$ cat src/rtl/pdp8_dbreak_chan.sv
// PDP-8 three-cycle data-break channel: WC/CA update plus one data word per break,
// with a device-side FIFO decoupling the disk backend from the memory port.
module pdp8_dbreak_chan #(
  parameter logic [11:0] WC_ADDR    = 12'o7750,
  parameter int          FIFO_DEPTH = 16,
  parameter int          FIFO_AW    = 4,
  parameter int          FLD_W      = 3,
  parameter int          INCR_CA    = 1
) (
  input  logic                clk,
  input  logic                reset,
  input  logic                start,
  input  logic                dir_to_mem,
  input  logic [FLD_W-1:0]    field,
  input  logic                abort,
  output logic                busy,
  output logic                done,
  output logic                wc_ovf,
  output logic                ram_read_req,
  output logic                ram_write_req,
  input  logic                ram_done,
  output logic [FLD_W+11:0]   ram_ma,
  input  logic [11:0]         ram_in,
  output logic [11:0]         ram_out,
  input  logic [11:0]         dev_wdata,
  input  logic                dev_wvalid,
  output logic                dev_wready,
  output logic [11:0]         dev_rdata,
  output logic                dev_rvalid,
  input  logic                dev_rready
);

  typedef enum logic [2:0] {
    S_IDLE, S_WAIT, S_WC_RD, S_WC_WR, S_CA_RD, S_CA_WR, S_DAT, S_FIN
  } state_t;

  localparam logic [11:0]      CA_ADDR  = WC_ADDR + 12'd1;
  localparam logic [11:0]      CA_STEP  = (INCR_CA != 0) ? 12'd1 : 12'd0;
  localparam logic [FIFO_AW:0] FULL_CNT = (FIFO_AW+1)'(FIFO_DEPTH);
  localparam logic [FLD_W-1:0] FLD0     = {FLD_W{1'b0}};

  state_t               state_q, state_d;
  logic                 busy_q, busy_d, done_q, done_d, ovf_q, ovf_d;
  logic                 rd_q, rd_d, wr_q, wr_d;
  logic [FLD_W+11:0]    ma_q, ma_d;
  logic [11:0]          out_q, out_d;
  logic                 dir_q, dir_d, abort_q, abort_d, wcz_q, wcz_d;
  logic [FLD_W-1:0]     fld_q, fld_d;
  logic [FIFO_AW-1:0]   wptr_q, wptr_d, rptr_q, rptr_d;
  logic [FIFO_AW:0]     cnt_q, cnt_d;
  logic [11:0]          fifo_mem [FIFO_DEPTH];

  logic                 mem_ack_s, chan_push_s, chan_pop_s, flush_s;
  logic                 fifo_full_s, fifo_empty_s, push_s, pop_s, abort_seen_s;
  logic [11:0]          push_data_s;

  assign fifo_full_s  = (cnt_q == FULL_CNT);
  assign fifo_empty_s = (cnt_q == {(FIFO_AW+1){1'b0}});
  assign mem_ack_s    = (rd_q | wr_q) & ram_done;
  assign abort_seen_s = abort_q | abort;

  // Break sequencer: next state, memory request setup and transfer bookkeeping.
  always_comb begin
    state_d     = state_q;
    busy_d      = busy_q;
    done_d      = 1'b0;
    ovf_d       = ovf_q;
    rd_d        = rd_q;
    wr_d        = wr_q;
    ma_d        = ma_q;
    out_d       = out_q;
    dir_d       = dir_q;
    fld_d       = fld_q;
    wcz_d       = wcz_q;
    abort_d     = (busy_q && abort) ? 1'b1 : abort_q;
    chan_push_s = 1'b0;
    chan_pop_s  = 1'b0;
    flush_s     = 1'b0;
    case (state_q)
      S_IDLE: begin
        if (start) begin
          busy_d  = 1'b1;
          dir_d   = dir_to_mem;
          fld_d   = field;
          ovf_d   = 1'b0;
          abort_d = 1'b0;
          flush_s = ~dir_to_mem;
          state_d = S_WAIT;
        end else begin
          state_d = S_IDLE;
        end
      end
      S_WAIT: begin
        if (abort_seen_s) begin
          busy_d  = 1'b0;
          done_d  = 1'b1;
          state_d = S_FIN;
        end else if (dir_q ? !fifo_empty_s : !fifo_full_s) begin
          rd_d    = 1'b1;
          ma_d    = {FLD0, WC_ADDR};
          state_d = S_WC_RD;
        end else begin
          state_d = S_WAIT;
        end
      end
      S_WC_RD: begin
        if (mem_ack_s) begin
          rd_d    = 1'b0;
          wr_d    = 1'b1;
          out_d   = ram_in + 12'd1;
          wcz_d   = (ram_in == 12'o7777);
          state_d = S_WC_WR;
        end else begin
          state_d = S_WC_RD;
        end
      end
      S_WC_WR: begin
        if (mem_ack_s) begin
          wr_d    = 1'b0;
          rd_d    = 1'b1;
          ma_d    = {FLD0, CA_ADDR};
          state_d = S_CA_RD;
        end else begin
          state_d = S_WC_WR;
        end
      end
      S_CA_RD: begin
        if (mem_ack_s) begin
          rd_d    = 1'b0;
          wr_d    = 1'b1;
          out_d   = ram_in + CA_STEP;
          state_d = S_CA_WR;
        end else begin
          state_d = S_CA_RD;
        end
      end
      S_CA_WR: begin
        // out_q still holds the new CA here; it becomes the data address within the latched field
        if (mem_ack_s) begin
          ma_d    = {fld_q, out_q};
          state_d = S_DAT;
          if (dir_q) begin
            wr_d       = 1'b1;
            out_d      = dev_rdata;
            chan_pop_s = 1'b1;
          end else begin
            wr_d = 1'b0;
            rd_d = 1'b1;
          end
        end else begin
          state_d = S_CA_WR;
        end
      end
      S_DAT: begin
        if (mem_ack_s) begin
          rd_d        = 1'b0;
          wr_d        = 1'b0;
          chan_push_s = ~dir_q;
          if (wcz_q || abort_seen_s) begin
            ovf_d   = wcz_q ? 1'b1 : ovf_q;
            busy_d  = 1'b0;
            done_d  = 1'b1;
            state_d = S_FIN;
          end else begin
            state_d = S_WAIT;
          end
        end else begin
          state_d = S_DAT;
        end
      end
      S_FIN: begin
        state_d = S_IDLE;
      end
      default: begin
        busy_d  = 1'b0;
        rd_d    = 1'b0;
        wr_d    = 1'b0;
        state_d = S_IDLE;
      end
    endcase
  end

  // FIFO pointer/occupancy update; the channel takes priority over the device on a shared port.
  always_comb begin
    push_s      = 1'b0;
    pop_s       = 1'b0;
    push_data_s = dev_wdata;
    if (chan_push_s) begin
      push_s      = ~fifo_full_s;
      push_data_s = ram_in;
    end else begin
      push_s      = dev_wvalid & ~fifo_full_s;
      push_data_s = dev_wdata;
    end
    if (chan_pop_s) begin
      pop_s = ~fifo_empty_s;
    end else begin
      pop_s = dev_rready & ~fifo_empty_s;
    end
    if (flush_s) begin
      wptr_d = {FIFO_AW{1'b0}};
      rptr_d = {FIFO_AW{1'b0}};
      cnt_d  = {(FIFO_AW+1){1'b0}};
    end else begin
      wptr_d = wptr_q + FIFO_AW'(push_s);
      rptr_d = rptr_q + FIFO_AW'(pop_s);
      cnt_d  = cnt_q + (FIFO_AW+1)'(push_s) - (FIFO_AW+1)'(pop_s);
    end
  end

  // FIFO storage.
  always_ff @(posedge clk) begin
    if (push_s && !flush_s) begin
      fifo_mem[wptr_q] <= push_data_s;
    end
  end

  // State and output registers.
  always_ff @(posedge clk) begin
    if (reset) begin
      state_q <= S_IDLE;
      busy_q  <= 1'b0;
      done_q  <= 1'b0;
      ovf_q   <= 1'b0;
      rd_q    <= 1'b0;
      wr_q    <= 1'b0;
      ma_q    <= {(FLD_W+12){1'b0}};
      out_q   <= 12'd0;
      dir_q   <= 1'b0;
      fld_q   <= FLD0;
      abort_q <= 1'b0;
      wcz_q   <= 1'b0;
      wptr_q  <= {FIFO_AW{1'b0}};
      rptr_q  <= {FIFO_AW{1'b0}};
      cnt_q   <= {(FIFO_AW+1){1'b0}};
    end else begin
      state_q <= state_d;
      busy_q  <= busy_d;
      done_q  <= done_d;
      ovf_q   <= ovf_d;
      rd_q    <= rd_d;
      wr_q    <= wr_d;
      ma_q    <= ma_d;
      out_q   <= out_d;
      dir_q   <= dir_d;
      fld_q   <= fld_d;
      abort_q <= abort_d;
      wcz_q   <= wcz_d;
      wptr_q  <= wptr_d;
      rptr_q  <= rptr_d;
      cnt_q   <= cnt_d;
    end
  end

  assign busy          = busy_q;
  assign done          = done_q;
  assign wc_ovf        = ovf_q;
  assign ram_read_req  = rd_q;
  assign ram_write_req = wr_q;
  assign ram_ma        = ma_q;
  assign ram_out       = out_q;
  assign dev_wready    = ~fifo_full_s;
  assign dev_rvalid    = ~fifo_empty_s;
  assign dev_rdata     = fifo_mem[rptr_q];

endmodule
$ cat config.mk
export PLATFORM = sky130hd
export DESIGN_NAME = pdp8_dbreak_chan
export DESIGN_NICKNAME = d
export VERILOG_FILES = /design/src/rtl/pdp8_dbreak_chan.sv
export SDC_FILE = /design/constraint.sdc
export NUM_CORES = 1
export LEC_CHECK = 0
export CORE_MARGIN = 1
export CORE_UTILIZATION = 52
export DETAILED_ROUTE_END_ITERATION = 7
export PLACE_DENSITY = 0.75
export REMOVE_ABC_BUFFERS = 1
export SYNTH_ARGS = -nofsm -noshare
export SYNTH_HDL_FRONTEND = slang
export SYNTH_SLANG_ARGS = --single-unit
$ cat constraint.sdc
create_clock -name clk -period 2.8 [get_ports clk]
set_input_delay 0.56 -clock clk [delete_from_list [all_inputs] [get_ports clk]]
set_output_delay 0.56 -clock clk [all_outputs]
set_load 0.03 [all_outputs]
==> reports/qor.txt, run 1 <==
DIE
------------------------------------------------------------------------------------------------------
Core Area ...............................................................................   19500 um^2
Die footprint ...........................................................................   20400 um^2
Total number of placement rows ..........................................................           51
I/O pin total ...........................................................................           81
Horizontal die dimension ................................................................       143 um
Starting density of the core ............................................................        53.0%
Vertical extent of the die ..............................................................       143 um

CLOCK TREE
------------------------------------------------------------------------------------------------------
CTS sink count ..........................................................................          246
Num CTS Buffers .........................................................................           25
Clock transition at the register clock pins on the worst setup and hold paths after CTS .        60 ps
Clock Latency Late Sink .................................................................       540 ps
Root Buffer ............................................................................. sky130_fd_sc_hd__clkbuf_16
CTS Hold Bufs ...........................................................................            0
Level count of the clock H-tree .........................................................            1
TritonCTS clock tree ....................................................................          yes
Bufs on Longest Clock Path ..............................................................            3

CRITICAL PATH
------------------------------------------------------------------------------------------------------
Critical-path cell list ................................................................. buf_6, buf_12, mux4_2, mux4_2, buf_6
Arrival @ worst endpoint ................................................................      2420 ps
Endpoint required time on the critical path .............................................      2240 ps
Path type of the worst setup path ....................................................... flop to primary output
Critical-path top delay cell ............................................................ sky130_fd_sc_hd__mux4_2
Slowest cell delay on critical path .....................................................       540 ps
Largest fanout of any net on the critical path ..........................................            7
Startpoint type of the worst setup path .................................................         flop
Category of the worst setup path capture point .......................................... primary output
Crit path buf inv count .................................................................            3
Cell family contributing the most delay on the critical path ............................ multiplexers

SYNTHESIS
------------------------------------------------------------------------------------------------------
Synth cell count leaders ................................................................ 192 x sky130_fd_sc_hd__edfxtp_1, 58 x sky130_fd_sc_hd__nor2_1, 54 x sky130_fd_sc_hd__dfxtp_1
Count of mapped cells out of synthesis ..................................................          674
Count of synthesis-stage warnings from yosys ............................................            0
Most used flip-flop cell after synthesis ................................................ sky130_fd_sc_hd__edfxtp_1
Top post-synthesis cells by area ........................................................ sky130_fd_sc_hd__edfxtp_1 56%, sky130_fd_sc_hd__dfxtp_1 10%, sky130_fd_sc_hd__mux4_2 9.2%
Area of the mapped netlist ..............................................................   10300 um^2
Seq/Total Area, Yosys ...................................................................        66.4%
Async S/R FF share, synth ...............................................................           0%
Mean post-synth cell area ...............................................................    15.3 um^2
Area leader, netlist .................................................................... sky130_fd_sc_hd__edfxtp_1
Most frequent cell after synthesis ...................................................... sky130_fd_sc_hd__edfxtp_1
Number of distinct standard cells referenced by the synthesized netlist .................           59
Synth top area share ....................................................................        55.9%
Number of flops mapped to enable cells by yosys .........................................          192
Synthesis-stage register bit count ......................................................          246

PLACEMENT
------------------------------------------------------------------------------------------------------
GPL Wtd Cong ............................................................................        0.910
Estimated wirelength of the detail-placed design ........................................     16900 um
Number of I/O port buffers ..............................................................           80
Cell area after placement ...............................................................   11800 um^2

GRT
------------------------------------------------------------------------------------------------------
Gr usage total ..........................................................................        26.2%
Number of antenna violations at the first check in global routing .......................            0
Aggregate global routing overflow .......................................................            0
Largest net degree at the start of global routing .......................................           24
Vias in the first global route ..........................................................         6726
Wire length of the first global-routing pass ............................................     39400 um

DRT
------------------------------------------------------------------------------------------------------
Final wirelength ........................................................................     26700 um
Routed vias .............................................................................         6777
Routed length on met1 ...................................................................     10500 um
Top Metal Used ..........................................................................         met4
Final routed wire length divided by cell count ..........................................      23.6 um
Detailed Route Iter0 Violations .........................................................          515
Routed Antenna Nets .....................................................................            0
Post-detailed-route via-to-cell ratio ...................................................         5.98
Met3 Routed Length ......................................................................      2050 um
Total iterations of the first detailed-routing run ......................................            5
DRC Markers .............................................................................            0
Met2 routed WL ..........................................................................     13600 um

STA
------------------------------------------------------------------------------------------------------
Final worst setup slack .................................................................      -182 ps
Measured slew at the worst slew-check pin ...............................................       819 ps
Worst max-slew margin expressed relative to the limit ...................................        45.4%
Final worst path period need ............................................................      2980 ps
Worst clock skew ........................................................................      11.5 ps
RSZ-0062 raised after global routing ....................................................          yes
Count of final max-slew check failures ..................................................            0
Endpoints failing setup .................................................................           12
Final number of hold-violating endpoints ................................................            0
Maximum clock frequency .................................................................    0.335 GHz
Final clock period utilization by the worst path ........................................         106%
Total negative slack for setup checks ...................................................     -1370 ps

PWR
------------------------------------------------------------------------------------------------------
Largest vdd supply drop .................................................................     0.496 mV
Power density over the cells ............................................................  799 nW/um^2
Leak pwr ................................................................................      4.51 nW
Total Power Consumption .................................................................      10.7 mW

WORST HOLD PATH
------------------------------------------------------------------------------------------------------
Min-delay worst type .................................................................... flop to flop

FINAL LAYOUT
------------------------------------------------------------------------------------------------------
Fraction of layout cells with a size suffix above 1 .....................................        30.3%
Total inserted antenna cells ............................................................            0
Combined area of the multi-input logic cells ............................................    3500 um^2
Area growth, synth to finish ............................................................        29.6%
Fin nets ................................................................................          898
Number of inserted filler cells in the final layout .....................................         1204
Sequential cell area ....................................................................    6860 um^2
Final design instance area without fill .................................................   13400 um^2

RUN STATUS
------------------------------------------------------------------------------------------------------
Result of the run ....................................................................... finished, violations left
Violated checks ......................................................................... setup timing

FLOW RUN
------------------------------------------------------------------------------------------------------
Max cap viols ...........................................................................            0

==> registers in the layout (all words and copies together), names as in the netlist, 3 cells and up <==
name,count
fifo_mem,192
ram_ma,15
ram_out,12
cnt_q,5
rptr_q,4
wptr_q,4
fld_q,3
state_q,3
==> worst register-to-register path, cell delays in order, from the launching register on <==
cell,delay (ps)
sky130_fd_sc_hd__dfxtp_4,380
sky130_fd_sc_hd__buf_12,130
sky130_fd_sc_hd__buf_12,130
sky130_fd_sc_hd__buf_8,140
sky130_fd_sc_hd__mux4_2,520
sky130_fd_sc_hd__a22oi_2,200
sky130_fd_sc_hd__nand2_2,110
sky130_fd_sc_hd__buf_6,130
sky130_fd_sc_hd__buf_6,100
sky130_fd_sc_hd__buf_4,120
sky130_fd_sc_hd__buf_4,120
sky130_fd_sc_hd__buf_4,120
sky130_fd_sc_hd__buf_4,120
sky130_fd_sc_hd__a221o_1,330
==> cells in the final DEF (no fill, tap or decap), types with 6 or more instances in the layout <==
cell type	count
sky130_fd_sc_hd__ha_1	10
sky130_fd_sc_hd__clkinv_1	6
sky130_fd_sc_hd__a21oi_1	25
sky130_fd_sc_hd__mux4_2	42
sky130_fd_sc_hd__dfxtp_1	51
sky130_fd_sc_hd__buf_6	25
sky130_fd_sc_hd__and2_1	12
sky130_fd_sc_hd__xnor2_1	9
sky130_fd_sc_hd__a22oi_2	7
sky130_fd_sc_hd__a221oi_2	7
sky130_fd_sc_hd__buf_12	17
sky130_fd_sc_hd__buf_4	68
sky130_fd_sc_hd__clkdlybuf4s50_1	68
sky130_fd_sc_hd__edfxtp_1	192
sky130_fd_sc_hd__clkbuf_16	25
sky130_fd_sc_hd__nand2_1	26
sky130_fd_sc_hd__nor2_1	54
sky130_fd_sc_hd__mux2i_1	16
sky130_fd_sc_hd__mux2_2	12
sky130_fd_sc_hd__nor2b_1	7
sky130_fd_sc_hd__inv_1	8
sky130_fd_sc_hd__nand3_1	12
sky130_fd_sc_hd__clkbuf_1	7
sky130_fd_sc_hd__xor2_1	10
sky130_fd_sc_hd__nor3_1	25
sky130_fd_sc_hd__o21ai_0	11
==> timing repair <==
action / CTS / global route
resized for setup: 86 / 49
pin swaps: 11 / 29
setup endpoints to repair: 12 / 15
gates cloned: 2 / 0
buffers inserted: 32 / 16
==> stage by stage <==
step                std cells  setup WS [ps]  hold slack [ps]  util, %
finish                   1133           -182              452     68.7
global route             1133           -217              482     68.7
CTS                      1123           -184              451     67.4
detailed placement       1046           -466              444     60.8
global placement         1046           -389              438     60.8
floorplan                 640          -1410              441        -
==> final cells by class <==
| cell class | instances | share of cell area [%] |
|---|---|---|
| timing repair buffer | 184 | 14.3 |
| multi-input combinational | 384 | 26.2 |
| clock buffer | 32 | 4.88 |
| sequential | 246 | 51.3 |
| inverter | 10 | 0.309 |
| tap | 265 | 2.48 |
| clock inverter | 12 | 0.561 |
==> layer usage <==
layer	vias to the layer above	track usage, %
li1	2989	-
met1	3417	33.9
met2	328	45.1
met3	43	4.73
met4	0	8.26
met5	-	0
==> final timing paths <==
kind,startpoint,endpoint,slack (ps),cells after the start
max,rptr_q[0],dev_rdata[1],-180,5
min,ram_ma[4],ram_ma[4],450,2
max reg2reg,rptr_q[0],ram_out[8],40,13
min reg2reg,ram_ma[4],ram_ma[4],450,2
==> cell families (layout without fill, tap and decap cells) <==
kind of cell | after synthesis | after routing | synth area share [%]
xor gates and xnor gates | 19 | 19 | 1.61
adders and majority gates | 12 | 12 | 1.53
buffers and inverters | 44 | 238 | 2.18
AOI/OAI and AO/OA | 96 | 96 | 6.68
DFF | 246 | 246 | 66.4
muxes | 79 | 79 | 12.9
and+or+nand+nor | 178 | 178 | 8.69
==> report_power, final <==
| part | switching (mW) | total, mW | internal [mW] |
|---|---|---|---|
| Sequential | 0.112 | 4.21 | 4.10 |
| Clock | 1.36 | 3.02 | 1.65 |
| Combinational | 1.66 | 3.46 | 1.80 |
| Total | 3.13 | 10.7 | 7.56 |
No activity file was read; power rests on OpenSTA's default activity.
==> run 2: changes to the inputs <==
--- a/config.mk
+++ b/config.mk
@@ -5,6 +5,7 @@
 export SDC_FILE = /design/constraint.sdc
 export NUM_CORES = 1
 export LEC_CHECK = 0
+export ABC_CLOCK_PERIOD_IN_PS = 2800
 export CORE_MARGIN = 1
 export CORE_UTILIZATION = 52
 export DETAILED_ROUTE_END_ITERATION = 7
==> results of run 2 <==
The final DEF is identical to that of run 1; final timing and power are the same.
